--- src/rtl/vedic_pkg.sv ---
// Shared types and sizing helpers for the sequential Vedic multiplier.
package vedic_pkg;

  localparam int MAX_WIDTH = 32;

  typedef enum logic [1:0] {
    IDLE = 2'd0,
    BUSY = 2'd1,
    DONE = 2'd2
  } state_e;

  // A column holds at most `width` partial products plus a carry below `width`,
  // so two extra bits over clog2(width) always cover the column total.
  function automatic int cw_of(input int width);
    return $clog2(width) + 2;
  endfunction

endpackage

--- src/rtl/vedic_column_sum.sv ---
// Combinational crosswise column: counts a_r[i]&b_r[j] over all i+j == col.
import vedic_pkg::*;

module vedic_column_sum #(
  parameter int WIDTH = 8,
  parameter int CW    = cw_of(WIDTH),
  parameter int CIW   = $clog2(2*WIDTH)
) (
  input  logic [WIDTH-1:0] a_r,
  input  logic [WIDTH-1:0] b_r,
  input  logic [CIW-1:0]   col,
  output logic [CW-1:0]    sum
);

  logic [WIDTH-1:0] pp;

  for (genvar i = 0; i < WIDTH; i++) begin : g_pp
    logic bj;

    // Partner bit b_r[col-i]; zero when that index falls outside the operand.
    always_comb begin
      bj = 1'b0;
      for (int k = 0; k < WIDTH; k++)
        if (i + k == int'(col)) bj = b_r[k];
    end

    // AND built purely from NOR: NOR(NOR(x,x), NOR(y,y)).
    assign pp[i] = ~(~(a_r[i] | a_r[i]) | ~(bj | bj));
  end

  always_comb begin
    sum = '0;
    for (int i = 0; i < WIDTH; i++)
      sum = sum + CW'(pp[i]);
  end

endmodule

--- src/rtl/vedic_mult_seq.sv ---
// Multi-cycle WIDTH x WIDTH unsigned multiplier, one Urdhva-Tiryagbhyam column per clock.
import vedic_pkg::*;

module vedic_mult_seq #(
  parameter int WIDTH = 8
) (
  input  logic               clk,
  input  logic               rst,
  input  logic               in_valid,
  output logic               in_ready,
  input  logic [WIDTH-1:0]   a,
  input  logic [WIDTH-1:0]   b,
  output logic               out_valid,
  input  logic               out_ready,
  output logic [2*WIDTH-1:0] product,
  output logic               busy
);

  localparam int CW  = cw_of(WIDTH);
  localparam int CIW = $clog2(2*WIDTH);
  localparam logic [CIW-1:0] LAST = CIW'(2*WIDTH-2);

  state_e           state;
  logic [WIDTH-1:0] a_r, b_r;
  logic [CW-1:0]    carry, col_sum, s;
  logic [CIW-1:0]   col;

  vedic_column_sum #(.WIDTH(WIDTH), .CW(CW), .CIW(CIW)) u_col (
    .a_r (a_r),
    .b_r (b_r),
    .col (col),
    .sum (col_sum)
  );

  assign s         = col_sum + carry;
  assign in_ready  = (state == IDLE);
  assign busy      = (state == BUSY);
  assign out_valid = (state == DONE);

  always_ff @(posedge clk or posedge rst) begin
    if (rst) begin
      state   <= IDLE;
      a_r     <= '0;
      b_r     <= '0;
      carry   <= '0;
      col     <= '0;
      product <= '0;
    end else begin
      case (state)
        IDLE: if (in_valid) begin
          a_r     <= a;
          b_r     <= b;
          carry   <= '0;
          col     <= '0;
          product <= '0;
          state   <= BUSY;
        end
        BUSY: begin
          product[col] <= s[0];
          carry        <= {1'b0, s[CW-1:1]};
          col          <= col + 1'b1;
          // Final column: the leftover carry is a single bit and becomes the MSB.
          if (col == LAST) begin
            product[col + 1'b1] <= s[1];
            state               <= DONE;
          end
        end
        DONE: if (out_ready) state <= IDLE;
        default: state <= IDLE;
      endcase
    end
  end

endmodule

--- config.mk ---
export PLATFORM = sky130hd
export DESIGN_NAME = vedic_mult_seq
export DESIGN_NICKNAME = d
export VERILOG_FILES = /design/src/rtl/vedic_pkg.sv /design/src/rtl/vedic_column_sum.sv /design/src/rtl/vedic_mult_seq.sv
export SDC_FILE = /design/constraint.sdc
export NUM_CORES = 1
export LEC_CHECK = 0
export ABC_AREA = 1
export ABC_CLOCK_PERIOD_IN_PS = 4700
export CELL_PAD_IN_SITES_DETAIL_PLACEMENT = 0
export CELL_PAD_IN_SITES_GLOBAL_PLACEMENT = 2
export CORE_ASPECT_RATIO = 1.2
export CORE_MARGIN = 2
export CORE_UTILIZATION = 28
export CTS_BUF_LIST = sky130_fd_sc_hd__clkbuf_4 sky130_fd_sc_hd__clkbuf_8
export DETAILED_ROUTE_END_ITERATION = 10
export PLACE_DENSITY_LB_ADDON = 0.1
export SKIP_CTS_REPAIR_TIMING = 1
export SYNTH_ARGS = -nofsm -noshare
export SYNTH_HDL_FRONTEND = slang
export SYNTH_SLANG_ARGS = --single-unit
--- constraint.sdc ---
create_clock -name clk -period 4.7 [get_ports clk]
set_input_delay 0.47 -clock clk [delete_from_list [all_inputs] [get_ports clk]]
set_output_delay 0.47 -clock clk [all_outputs]
set_load 0.02 [all_outputs]
After elaboration in Yosys (flattened, before gate mapping)
Index checks and enable logic that the tools add are counted.
{"block": "totals", "inputBits": 20, "out_inout_bits": 19, "regBits": 43, "elab_cells": 160}
{"block": "op_classes", "n_eq_ne": 20, "add_sub_neg": 9, "bitwise": 32, "n_mux": 81, "n_reduce_logical": 8, "n_lt_le_gt_ge": 4}
{"cell": "2-to-1 mux 1 bit", "count": 66}
{"cell": "bitwise mux 16 bit", "count": 2}
{"cell": "== test 4 bit (first input constant)", "count": 8}
{"cell": "2-to-1 mux 16 bit", "count": 2}
{"cell": "one-hot mux 16 bit (2 select lines)", "count": 1}
{"cell": "adder 5 x 1 -> 5 bit", "count": 6}
{"cell": "NOT 1 bit", "count": 24}
{"cell": "== test 3 x 4 -> 1 bit (first input constant)", "count": 4}
{"cell": "less-than comparator 4 x 5 -> 1 bit (second input constant)", "count": 2}
{"cell": "one-hot mux 5 bit (2 select lines)", "count": 1}
{"cell": "demux 1 bit (select 4 bit)", "count": 2}
{"cell": "== test 2 x 4 -> 1 bit (first input constant)", "count": 2}
{"cell": ">= comparator 4 x 1 -> 1 bit (second input constant)", "count": 2}
{"cell": "OR 1 bit", "count": 8}
{"cell": "one-hot mux 4 bit (2 select lines)", "count": 1}
{"cell": "2-to-1 mux 2 bit", "count": 3}
{"cell": "one-hot mux 2 bit (3 select lines)", "count": 1}
{"cell": "adder 5 bit", "count": 1}
{"cell": "2-to-1 mux 5 bit", "count": 1}
{"cell": "adder 4 x 1 -> 4 bit (second input constant)", "count": 1}
{"cell": "== test 4 bit (second input constant)", "count": 1}
{"cell": "zero test 4 bit", "count": 1}
{"cell": "2-to-1 mux 4 bit", "count": 1}
{"cell": "inequality test 2 x 1 -> 1 bit (second input constant)", "count": 2}
{"cell": "9 further kinds", "count": 11}

Longest topological paths before layout
{"block": "logic_depth", "depth_word": 24, "depth_mapped": 25, "mapped_depth_nobuf": 24}

By module
From an unflattened synthesis, not the netlist that was laid out.
{"block": "hier_totals", "cells_unflattened": 505, "area_unflattened_um2": 3442.1}
{"module": "vedic_mult_seq", "area_each_um2": 2504.9, "seq_area_each_um2": 1051.0, "instances": 1, "cells_per_inst": 331}
{"module": "vedic_column_sum", "area_each_um2": 937.1, "seq_area_each_um2": 0.0, "instances": 1, "cells_per_inst": 174}

Worst setup path before layout
OpenSTA, ideal clock, no wires.
{"block": "synth_path", "kind": "register -> register", "startpoint": "reg col[0]", "endpoint": "reg product[10]", "required_time_ns": 4.572, "n_path_buf": 2, "setup_time_ns": 0.128, "period_less_slack_ns": 4.751, "t_arrival_ns": 4.623, "stages_incl_launch_ff": 25, "path_slack_ns": -0.051, "path_cell_list": "dfrtp_1 inv_1 ha_1 buf_2 inv_1 nor2_4 inv_2 o21ai_0 inv_1 nand2_1 nand2_1 a21oi_1 ha_1 inv_1 fa_1 fa_1 fa_1 inv_1 ha_1 inv_1 fa_1 clkbuf_1 nand3_1 nand3_1 o21ai_0"}
{"block": "synth_via", "elab_chain_cells": 24}
{"item": "from (decl)", "line_no": "vedic_mult_seq.sv:26", "rtl": "logic [CIW-1:0] col;"}
{"item": "from (signal assigned)", "line_no": "vedic_mult_seq.sv:61", "rtl": "col <= col + 1'b1;"}
{"item": "== test 2 x 4 -> 1 bit / zero test 4 bit (equally long branches)", "line_no": "vedic_column_sum.sv:24", "rtl": "if (i + k == int'(col)) bj = b_r[k];"}
{"item": "2-to-1 mux 1 bit (8 in a row)", "line_no": "vedic_column_sum.sv:24"}
{"item": "NOT 1 bit", "line_no": "vedic_column_sum.sv:28", "rtl": "assign pp[i] = ~(~(a_r[i] | a_r[i]) | ~(bj | bj));"}
{"item": "OR 1 bit", "line_no": "vedic_column_sum.sv:28"}
{"item": "NOT 1 bit", "line_no": "vedic_column_sum.sv:28"}
{"item": "adder 1 x 1 -> 2 bit", "line_no": "vedic_column_sum.sv:34", "rtl": "sum = sum + CW'(pp[i]);"}
{"item": "adder 5 x 1 -> 5 bit (6 in a row)", "line_no": "vedic_column_sum.sv:34"}
{"item": "adder 5 bit", "line_no": "vedic_mult_seq.sv:35", "rtl": "assign s = col_sum + carry;"}
{"item": "bitwise mux 16 bit", "line_no": "vedic_mult_seq.sv:59", "rtl": "product[col] <= s[0];"}
{"item": "bitwise mux 16 bit", "line_no": "vedic_mult_seq.sv:64", "rtl": "product[col + 1'b1] <= s[1];"}
{"item": "2-to-1 mux 16 bit *", "line_no": "vedic_mult_seq.sv:63", "rtl": "if (col == LAST) begin"}
{"item": "one-hot mux 16 bit (2 select lines) *", "line_no": "vedic_mult_seq.sv:49", "rtl": "case (state)"}
{"item": "to (signal, indexed assignment)", "line_no": "vedic_mult_seq.sv:59"}
{"item": "to (signal, indexed assignment)", "line_no": "vedic_mult_seq.sv:64"}
{"item": "to (decl)", "line_no": "vedic_mult_seq.sv:15", "rtl": "output logic [2*WIDTH-1:0] product,"}
Every way passes the cells marked *; elsewhere a longest branch is shown, timed or not.
A chain may end at the register's enable or synchronous reset.

Worst setup path in the final report
{"block": "layout_path", "startpoint": "reg col[1]", "endpoint": "reg product[10]"}
Same word-level chain as after synthesis.

==> flow_summary.json <==
{
  "status": "finished clean",
  "max_slew_margin": 0.362,
  "die_w_um": 102,
  "syn_area_um2": 3250,
  "wl_met1_um": 4770,
  "clk_pin_slew_ns": 0.10,
  "p_sw_mw": 1.86,
  "die_area_um2": 12500,
  "crit_chain": "buf_6, ha_4, buf_6, nand3_4, nand2_2, nand2_1, nand2_1, nand2_1, nand2_1, a21oi_2, ha_1, inv_1, fa_1, fa_1, fa_1, inv_1, ha_2, inv_2, fa_2, buf_12, nand3_1, nand3_1, o21ai_1",
  "drt_iter0_markers": 117,
  "cp-start-kind": "register",
  "grt_pass1_wl_um": 17100,
  "fmax_mhz": 223,
  "setup.worst_path.class": "register to register",
  "post-route-period-util": 0.956,
  "clk_latency_ns": 0.31,
  "crit_top_cell": "nand2_1",
  "yosys_warnings": 0,
  "routed-wl-met2_um": 5740,
  "synth_nets": 520,
  "setup_violations": 0,
  "finalWirelength_um": 10900,
  "yosys_most_used_dff": "dfrtp_1",
  "p_clk_frac": 0.076,
  "synth_common_cells": "nand2_1, inv_1, o21ai_0, nand3_1, dfrtp_1",
  "grt_max_degree": 43,
  "io_buffers": 38,
  "synth-seq-cells": 42,
  "synth_enable_flop_cells": 0,
  "die_y_um": 122,
  "min_period_ns": 4.49,
  "dr_wl_met3_um": 227,
  "wl_per_cell_um": 15.3,
  "ff_latch_area_um2": 1050,
  "grt_pass1_vias": 3162,
  "highest_layer": "met4",
  "cp_slowest_cell": "fa_2",
  "htree_levels": 2,
  "area_growth_pct": 35.2,
  "num_io_pins": 39,
  "end_kind": "register",
  "critPathArrivalTime_ns": 4.69,
  "hold_path_class": "register to register",
  "max_stage_delay_ns": 0.66,
  "max-clock-path-buffers": 2,
  "synth-async-reset-ratio": 1.00,
  "cp.required_ns": 4.90,
  "irDropWorstVdd_v": 0.000324,
  "p_int_mw": 1.72,
  "finalClockSkew_ns": 0.00899,
  "synth.most_common_cell": "nand2_1",
  "drive_gt1_frac": 0.203,
  "postRouteAntennaNets": 0,
  "syn-instance-count": 478,
  "start_util": 0.283,
  "clock_sinks": 42,
  "drcViolationCount": 0,
  "grt_overflow": 0,
  "crit_fanout": 8,
  "avgSynthCellArea_um2": 6.79,
  "num_rows": 43,
  "cts_buffers": 5,
  "synth_cell_types": 29,
  "cts-root-buf": "clkbuf_8",
  "setup_tns_ns": 0,
  "dpl.hpwl_um": 8140,
  "drv_cap": 0,
  "yosysSeqAreaShare": 0.324,
  "switching_share": 0.520,
  "fp.coreArea_um2": 11500,
  "via_per_inst": 4.61,
  "n_antenna_cell": 0,
  "slew_viol_final": 0,
  "yosys.area.top_type": "dfrtp_1",
  "placed_area_um2": 4000,
  "crit_family": "adder cells",
  "vias": 3275,
  "nets": 594,
  "cts_tree": "done",
  "cp.buffers_inverters": 6,
  "p_leak_nw": 2.07,
  "tightest_slew_ns": 0.955,
  "power.share.combinational": 0.745,
  "synthTopCellsByArea": "dfrtp_1, nand2_1, o21ai_0",
  "first_pass_iters": 4,
  "antenna_found_initial": 0,
  "routabilityCongestion": 0.829,
  "yosys.area.top_type_share": 0.324,
  "multiInputGateArea_um2": 2030,
  "final_cell_area_um2": 4390,
  "fillers": 1283,
  "finalHoldViolations": 0,
  "p_seq_frac": 0.180,
  "power_density_nw_per_um2": 815,
  "grtUsageTotal": 0.181
}
-- power groups by stage --
stage,registers (mW),logic (mW),clock network (mW)
floorplan,0.678,1.30,0
global placement,0.639,2.27,0
detailed placement,0.640,2.28,0
CTS,0.633,2.28,0.286
global route,0.663,2.93,0.301
finish,0.643,2.66,0.271
-- routing by layer --
layer,vias to the layer above,global-route usage
met1,1545,0.226
met2,45,0.331
met5,-,0
li1,1677,-
met3,8,0.0207
met4,0,0.0408
-- worst paths after layout --
check                         start     endpoint  slack, ns  cells after the start
max reg2reg                  col[1]  product[10]       0.21                     23
max in group asynchronous       rst       col[3]       3.36                      2
min reg2reg                carry[1]     carry[1]       0.50                      2
min                        carry[1]     carry[1]       0.50                      2
max                          col[1]  product[10]       0.21                     23
min in group asynchronous       rst     state[1]       0.69                      2
-- placed cells by master, fill, tap and decap left out, types with 13 or more instances in the layout --
| master | n |
|---|---|
| nand2_1 | 145 |
| inv_1 | 56 |
| o21ai_0 | 49 |
| nand3_1 | 40 |
| dfrtp_1 | 39 |
| clkdlybuf4s50_1 | 38 |
| buf_4 | 33 |
| a21oi_1 | 20 |
| ha_1 | 13 |
-- area by class of cell --
type                       instances  area share
inverter                          72      0.0633
multi-input combinational        352       0.461
timing repair buffer              79       0.169
sequential                        42       0.240
clock inverter                     2     0.00285
tap                              157      0.0447
clock buffer                       6      0.0188
-- cell families (layout without fill, tap and decap cells) --
| group | count (synthesis) | count (layout) | share of synthesized area |
|---|---|---|---|
| XOR/XNOR | 4 | 4 | 0.0131 |
| adder cells (fa/ha/maj) | 22 | 22 | 0.0940 |
| buffers and inverters | 84 | 159 | 0.103 |
| AO/OA/AOI/OAI | 90 | 90 | 0.144 |
| flip-flops | 42 | 42 | 0.324 |
| AND/OR/NAND/NOR | 236 | 236 | 0.323 |
-- state kept, by name (all words and copies together) (netlist names) --
register / flops
a_r: 8
b_r: 8
carry: 4
col: 4
product: 16
state: 2
-- per-stage QoR --
stage / hold WS (ns) / power [mW] / util / instances / worst slack, ns
after floorplan: 0.443 / 1.98 / - / 478 / 0.0433
after global placement: 0.479 / 2.91 / 0.349 / 691 / -0.0309
after detailed placement: 0.486 / 2.92 / 0.349 / 691 / -0.103
after CTS: 0.509 / 3.20 / 0.357 / 699 / -0.111
after global routing: 0.542 / 3.90 / 0.383 / 710 / -0.0163
final: 0.504 / 3.58 / 0.383 / 710 / 0.206
-- worst register-to-register path, delay by kind of cell (launching register included) --
family,cells,cell delay (ns)
AND/OR/NAND/NOR,8,0.49
AO/OA/AOI/OAI,2,0.22
flip-flops,1,0.47
buffers and inverters,6,0.61
adder cells (fa/ha/maj),7,2.60
No activity file was read; power rests on OpenSTA's default activity.
